[config.mk]
export PLATFORM = sky130hd
export DESIGN_NAME = mc_fetch_sequencer
export DESIGN_NICKNAME = d
export VERILOG_FILES = /design/src/rtl/mc_pkg.sv /design/src/rtl/mc_next_state.sv /design/src/rtl/mc_fetch_sequencer.sv
export SDC_FILE = /design/constraint.sdc
export NUM_CORES = 1
export LEC_CHECK = 0
export CORE_MARGIN = 3
export CORE_UTILIZATION = 46
export CTS_CLUSTER_DIAMETER = 200
export CTS_CLUSTER_SIZE = 24
export DETAILED_ROUTE_END_ITERATION = 8
export GPL_TIMING_DRIVEN = 0
export HOLD_SLACK_MARGIN = 0.06
export PLACE_DENSITY = 0.87
export SLEW_MARGIN = 20
export SYNTH_ARGS = -nofsm -noshare
export SYNTH_HDL_FRONTEND = slang
export SYNTH_SLANG_ARGS = --single-unit
[constraint.sdc]
create_clock -name clk -period 8.5 [get_ports clk]
set_input_delay 1.7 -clock clk [delete_from_list [all_inputs] [get_ports clk]]
set_output_delay 1.7 -clock clk [all_outputs]
set_load 0.02 [all_outputs]
[src/rtl/mc_pkg.sv]
// mc_pkg: constants shared by the multi-cycle MIPS sequencer, its
// next-state logic and the bench.
//   - FSM state codes (fixed encoding; the decode LUT depends on it)
//   - opcode / funct constants for the supported instructions
//   - PCSrc encodings driven by the decode LUT
//   - classify(): folds opcode/funct into an instruction class
package mc_pkg;

    typedef enum logic [5:0] {
        ST_ID   = 6'd0,
        ST_IF   = 6'd1,
        ST_EXEC = 6'd2,
        ST_MEM  = 6'd3,
        ST_WB   = 6'd4
    } state_e;

    localparam logic [5:0] OP_RTYPE = 6'h00;
    localparam logic [5:0] OP_J     = 6'h02;
    localparam logic [5:0] OP_JAL   = 6'h03;
    localparam logic [5:0] OP_BEQ   = 6'h04;
    localparam logic [5:0] OP_BNE   = 6'h05;
    localparam logic [5:0] OP_ADDI  = 6'h08;
    localparam logic [5:0] OP_XORI  = 6'h0E;
    localparam logic [5:0] OP_LW    = 6'h23;
    localparam logic [5:0] OP_SW    = 6'h2B;

    localparam logic [5:0] FN_JR    = 6'h08;
    localparam logic [5:0] FN_ADD   = 6'h20;
    localparam logic [5:0] FN_SUB   = 6'h22;
    localparam logic [5:0] FN_SLT   = 6'h2A;

    localparam logic [1:0] PCSRC_BRANCH = 2'd0;
    localparam logic [1:0] PCSRC_JUMP   = 2'd1;
    localparam logic [1:0] PCSRC_ALU    = 2'd2;
    localparam logic [1:0] PCSRC_REG_A  = 2'd3;

    // Instruction classes sharing one path through the FSM.
    typedef enum logic [2:0] {
        CL_BAD, CL_LW, CL_SW, CL_J, CL_ALU, CL_JR, CL_BR
    } iclass_e;

    function automatic iclass_e classify(input logic [5:0] opcode,
                                         input logic [5:0] funct);
        iclass_e cls;
        cls = CL_BAD;
        case (opcode)
            OP_LW:                    cls = CL_LW;
            OP_SW:                    cls = CL_SW;
            OP_J:                     cls = CL_J;
            OP_BEQ, OP_BNE:           cls = CL_BR;
            OP_ADDI, OP_XORI, OP_JAL: cls = CL_ALU;
            OP_RTYPE: begin
                case (funct)
                    FN_ADD, FN_SUB, FN_SLT: cls = CL_ALU;
                    FN_JR:                  cls = CL_JR;
                    default:                cls = CL_BAD;
                endcase
            end
            default:                  cls = CL_BAD;
        endcase
        return cls;
    endfunction

endpackage

[src/rtl/mc_next_state.sv]
// mc_next_state: purely combinational next-state function of the
// multi-cycle FSM.
//   opcode     in  6  opcode of the instruction being sequenced
//   funct      in  6  funct field (only meaningful for R-type)
//   state      in  6  current state code (any 6-bit value accepted)
//   next_state out    state to enter on the next un-stalled edge
// Unknown instructions leave ID straight back to IF, and any state code
// outside the defined set recovers to IF, so the FSM can never hang.
module mc_next_state
    import mc_pkg::*;
(
    input  logic [5:0] opcode,
    input  logic [5:0] funct,
    input  logic [5:0] state,
    output state_e     next_state
);

    iclass_e cls;

    always_comb begin
        cls        = classify(opcode, funct);
        next_state = ST_IF;
        case (state)
            ST_IF: next_state = ST_ID;
            ST_ID: begin
                if (cls == CL_BAD || cls == CL_J) next_state = ST_IF;
                else                              next_state = ST_EXEC;
            end
            ST_EXEC: begin
                case (cls)
                    CL_LW, CL_SW, CL_BR: next_state = ST_MEM;
                    CL_ALU:              next_state = ST_WB;
                    default:             next_state = ST_IF;
                endcase
            end
            ST_MEM: begin
                case (cls)
                    CL_LW, CL_BR: next_state = ST_WB;
                    default:      next_state = ST_IF;
                endcase
            end
            default: next_state = ST_IF;
        endcase
    end

endmodule

[src/rtl/mc_fetch_sequencer.sv]
// mc_fetch_sequencer: sequencing half of the multi-cycle MIPS CPU.
// Owns the FSM state, PC, IR, latched branch decision and the
// retired-instruction counter.
//   clk, reset    clock; synchronous active-high reset
//   mem_ready     memory op done this cycle (IF fetch / MEM access)
//   mem_rdata     fetched instruction word
//   alu_result    combinational ALU output (PC+4 during IF)
//   alu_zero      ALU zero flag
//   alu_out_reg   registered ALU output (branch target)
//   reg_a         A register (jr target)
//   PC_WE, IR_WE, PCSrc, BEN, BEQBNE   controls from the decode LUT
//   state         current FSM state code (to decode LUT, also debug)
//   instruction   IR contents (to decode LUT)
//   pc            program counter
//   branch_taken  branch decision latched in MEM
//   retired       completed-instruction count, wraps
// Memory handshake: in IF and MEM the current operation is outstanding
// until a cycle with mem_ready=1; that cycle's edge completes it. While
// mem_ready=0 in those states every register holds. mem_ready is
// ignored in all other states. Reset overrides the stall.
module mc_fetch_sequencer
    import mc_pkg::*;
#(
    parameter logic [31:0] RESET_PC = 32'h0000_0000,
    parameter int          CNT_W    = 32
) (
    input  logic             clk,
    input  logic             reset,
    input  logic             mem_ready,
    input  logic [31:0]      mem_rdata,
    input  logic [31:0]      alu_result,
    input  logic             alu_zero,
    input  logic [31:0]      alu_out_reg,
    input  logic [31:0]      reg_a,
    input  logic             PC_WE,
    input  logic             IR_WE,
    input  logic [1:0]       PCSrc,
    input  logic             BEN,
    input  logic             BEQBNE,
    output logic [5:0]       state,
    output logic [31:0]      instruction,
    output logic [31:0]      pc,
    output logic             branch_taken,
    output logic [CNT_W-1:0] retired
);

    state_e      state_q;
    state_e      next_state;
    logic [5:0]  dec_opcode;
    logic [5:0]  dec_funct;
    logic        stall;
    logic        enter_if;
    logic        is_jr;
    logic [31:0] jump_target;

    assign state = state_q;

    // In IF the IR is still stale; decode the word being fetched instead.
    assign dec_opcode = (state_q == ST_IF) ? mem_rdata[31:26] : instruction[31:26];
    assign dec_funct  = (state_q == ST_IF) ? mem_rdata[5:0]   : instruction[5:0];

    mc_next_state u_next_state (
        .opcode     (dec_opcode),
        .funct      (dec_funct),
        .state      (state_q),
        .next_state (next_state)
    );

    assign stall       = ((state_q == ST_IF) || (state_q == ST_MEM)) && !mem_ready;
    assign enter_if    = (next_state == ST_IF) && (state_q != ST_IF);
    assign is_jr       = (instruction[31:26] == OP_RTYPE) && (instruction[5:0] == FN_JR);
    assign jump_target = {pc[31:28], instruction[25:0], 2'b00};

    always_ff @(posedge clk) begin
        if (reset) begin
            state_q      <= ST_IF;
            pc           <= RESET_PC;
            instruction  <= 32'h0;
            branch_taken <= 1'b0;
            retired      <= '0;
        end else if (!stall) begin
            state_q <= next_state;

            if (enter_if)
                retired <= retired + {{(CNT_W-1){1'b0}}, 1'b1};

            // WB still sees the old decision on the edge that returns to IF.
            if (state_q == ST_MEM && BEN)
                branch_taken <= alu_zero ^ BEQBNE;
            else if (enter_if)
                branch_taken <= 1'b0;

            // PC sources outside IF are selected by state, not by PC_WE.
            case (state_q)
                ST_IF: begin
                    if (IR_WE) instruction <= mem_rdata;
                    if (PC_WE) pc          <= alu_result;
                end
                ST_ID: begin
                    if (PCSrc == PCSRC_JUMP) pc <= jump_target;
                end
                ST_EXEC: begin
                    if (is_jr) pc <= reg_a;
                end
                ST_WB: begin
                    if (PCSrc == PCSRC_JUMP)
                        pc <= jump_target;
                    else if (PCSrc == PCSRC_BRANCH && branch_taken)
                        pc <= alu_out_reg;
                end
                default: ;
            endcase
        end
    end

endmodule

==> results.ini <==
[clock_tree]
holdBufCountCts = 0
cts_tree = done
clk_latency_ns = 0.35
htreeDepth = 3
clkTransAtPathRegs_ns = 0.07
cts_root_buffer = clkbuf_16
cts_setup_buffers = 0
cts_inserted_buffers = 9
clock_sinks = 100
clockBufferDepth = 2
cts_resized = 0

[global_route]
grt-busiest-layer = met2
antenna_found_initial = 1
grt-ovfl-total = 0
grt_pass1_vias = 6205
grt_util_met2 = 0.547
grt_pass1_wl_um = 32800
grtUsageMet1 = 0.399
gr-usage-met3 = 0.0615
grt_use_total = 0.321
grt_max_degree = 18

[route]
drt_iter0_markers = 817
drt-wirelength-per-cell_um = 20.3
route.detailed.drc = 0
postRouteAntennaNets = 0
drt-total-wl_um = 21800
vias_per_cell = 6.20
via_count = 6657
drtPass1Iterations = 9

[layout]
fillers = 861
drive_gt1_frac = 0.0397
utilization = 0.741
stdcell_count = 1074
syn2layout_area_growth_pct = 53.8
fin_nets = 1067
seq_area_um2 = 2000
fin_area_um2 = 8210
multi_input_area_um2 = 3060

[timing]
worst_pin_slew_ns = 0.995
max_clock_freq_mhz = 215
tns_ns = 0
clock_skew_ns = 0.00793
slew_violations = 0
setup-violations-final = 0
rsz0062_at_grt = no
worst_slew_margin_rel = 0.329
finalHoldViolCount = 0
min_period_ns = 4.65
period_share = 0.547

[floorplanning]
io-pin-count = 241
die_w_um = 114
start_util = 0.482
num_rows = 38
die_y_um = 114
die-area_um2 = 12900
core-area_um2 = 11100

[power]
ir_worst_vdd_mv = 0.134
p_leak_nw = 2.87
cellPowerDensity_nw_per_um2 = 171

[placed_design]
io_buffers = 235
post_dp_cell_area_um2 = 7880
gp_congestion = 0.915
place_inst = 1057
dp_hpwl_um = 16700

[synthesis]
post_synth_num_cell_types = 57
seq_area_frac_synth = 0.375
yosysWarnings = 0
synth_edf_count = 0
synthesis.area_um2 = 5340
synth_flop_cell = dfxtp_1
synthesis.instances = 680
postSynth.asyncResetShare = 0
synth.avg_cell_area_um2 = 7.85
synth_seq_cells = 100

[critical_path]
startpoint_type = primary input
arrival_ns = 4.86
crit_type = in -> reg
worstPathRequired_ns = 8.72
path_max_fanout = 10
endpoint_kind = flop

[flow_run]
drv_cap = 0

[min_path]
hold_path.class = reg -> reg

[status]
status = finished, final reports clean

[layer usage]
layer | vias up | part of all wire
li1 | 3019 | -
met1 | 3091 | 0.37
met2 | 480 | 0.49
met3 | 67 | 0.10
met4 | 0 | 0.034
met5 | - | 0
[state kept, by name, summed over array words and instances (netlist names)]
name and flops:
instruction 32, pc 32, retired 32, state 3
branch_taken 1
[synth_stat cells (all sizes together) (2+ instances only)]
master / number / share of area
nor2b: 7 / 0.0082
inv: 5 / 0.0035
a21o: 3 / 0.0042
nor3: 11 / 0.011
mux2i: 22 / 0.042
dfxtp: 100 / 0.37
a222oi: 13 / 0.024
or3: 2 / 0.0023
o41ai: 3 / 0.0063
mux2: 6 / 0.013
nand3b: 2 / 0.0028
nor3b: 3 / 0.0052
o21ai: 11 / 0.010
nand3: 20 / 0.019
nor4: 3 / 0.0035
a21oi: 82 / 0.077
and4: 4 / 0.0066
and3: 7 / 0.0082
o31ai: 26 / 0.037
nand2: 92 / 0.065
xnor2: 2 / 0.0033
and2: 6 / 0.0070
clkbuf: 47 / 0.033
or2: 2 / 0.0023
nor2: 70 / 0.049
a211oi: 45 / 0.063
a311oi: 7 / 0.011
or4: 28 / 0.039
nand4: 8 / 0.0094
nand4b: 3 / 0.0049
nand2b: 8 / 0.0094
buf: 16 / 0.018
[report_power, final]
| group | switching, mW | internal (mW) |
|---|---|---|
| Combinational | 0.233 | 0.184 |
| Sequential | 0.0300 | 0.501 |
| Clock | 0.194 | 0.260 |
[cells by family (layout without fill, tap and decap cells)]
family | count (synthesis) | in the layout | share of synthesized area
AO/OA/AOI/OAI | 201 | 201 | 0.251
buffers and inverters | 68 | 319 | 0.0548
adder cells (fa/ha/maj) | 1 | 1 | 0.00234
flip-flops | 100 | 100 | 0.375
other | 1 | 4 | 0.000702
XOR/XNOR | 3 | 3 | 0.00492
multiplexers | 28 | 28 | 0.0546
AND/OR/NAND/NOR | 278 | 278 | 0.257
[worst max-delay path, cell delays in order]
cell and delay (ns):
clkdlybuf4s50_1 0.52, nand2b_1 0.22, or4_1 0.47, o21ai_0 0.28, a21oi_1 0.10, and3_1 0.18, a211o_1 0.34, buf_6 0.16
buf_6 0.13, clkbuf_1 0.24, o31ai_1 0.41, a21oi_1 0.11
[cells in the final DEF, fill, tap and decap left out, types with 9 or more instances in the layout]
cell | Yosys | layout
a222oi_1 | 13 | 13
dfxtp_1 | 100 | 100
nand2_1 | 92 | 92
mux2i_1 | 21 | 21
clkbuf_1 | 47 | 47
a211oi_1 | 45 | 45
clkbuf_16 | 0 | 9
nor2_1 | 70 | 70
nor3_1 | 10 | 10
clkdlybuf4s50_1 | 0 | 235
nand3_1 | 20 | 20
o31ai_1 | 26 | 26
a21oi_1 | 82 | 82
o21ai_0 | 10 | 10
or4_1 | 28 | 28
[path summary, 6_finish.rpt]
check	end	start	cells past startpoint	slack (ns)
setup / recovery	retired[30]	mem_rdata[28]	12	3.85
hold / removal	instruction[24]	instruction[24]	2	0.47
setup reg to reg	retired[30]	state[0]	11	4.99
hold reg to reg	instruction[24]	instruction[24]	2	0.47
[area by class of cell]
cell class,count,area share
Multi-Input combinational cell,514,0.373
Timing Repair Buffer,235,0.286
Sequential cell,100,0.244
Buffer,63,0.0334
Clock buffer,9,0.0274
Tap cell,140,0.0213
Clock inverter,7,0.0125
Inverter,5,0.00229
Antenna cell,1,0.000305
[stage by stage]
step,power [mW],setup slack (ns),hold WS (ns)
floorplan,0.747,4.39,0.546
global route,1.45,3.78,0.498
detailed placement,0.948,3.61,0.467
CTS,1.39,3.97,0.476
global placement,0.936,3.72,0.459
finish,1.40,3.85,0.474
Power figures use the tool's default switching activity.
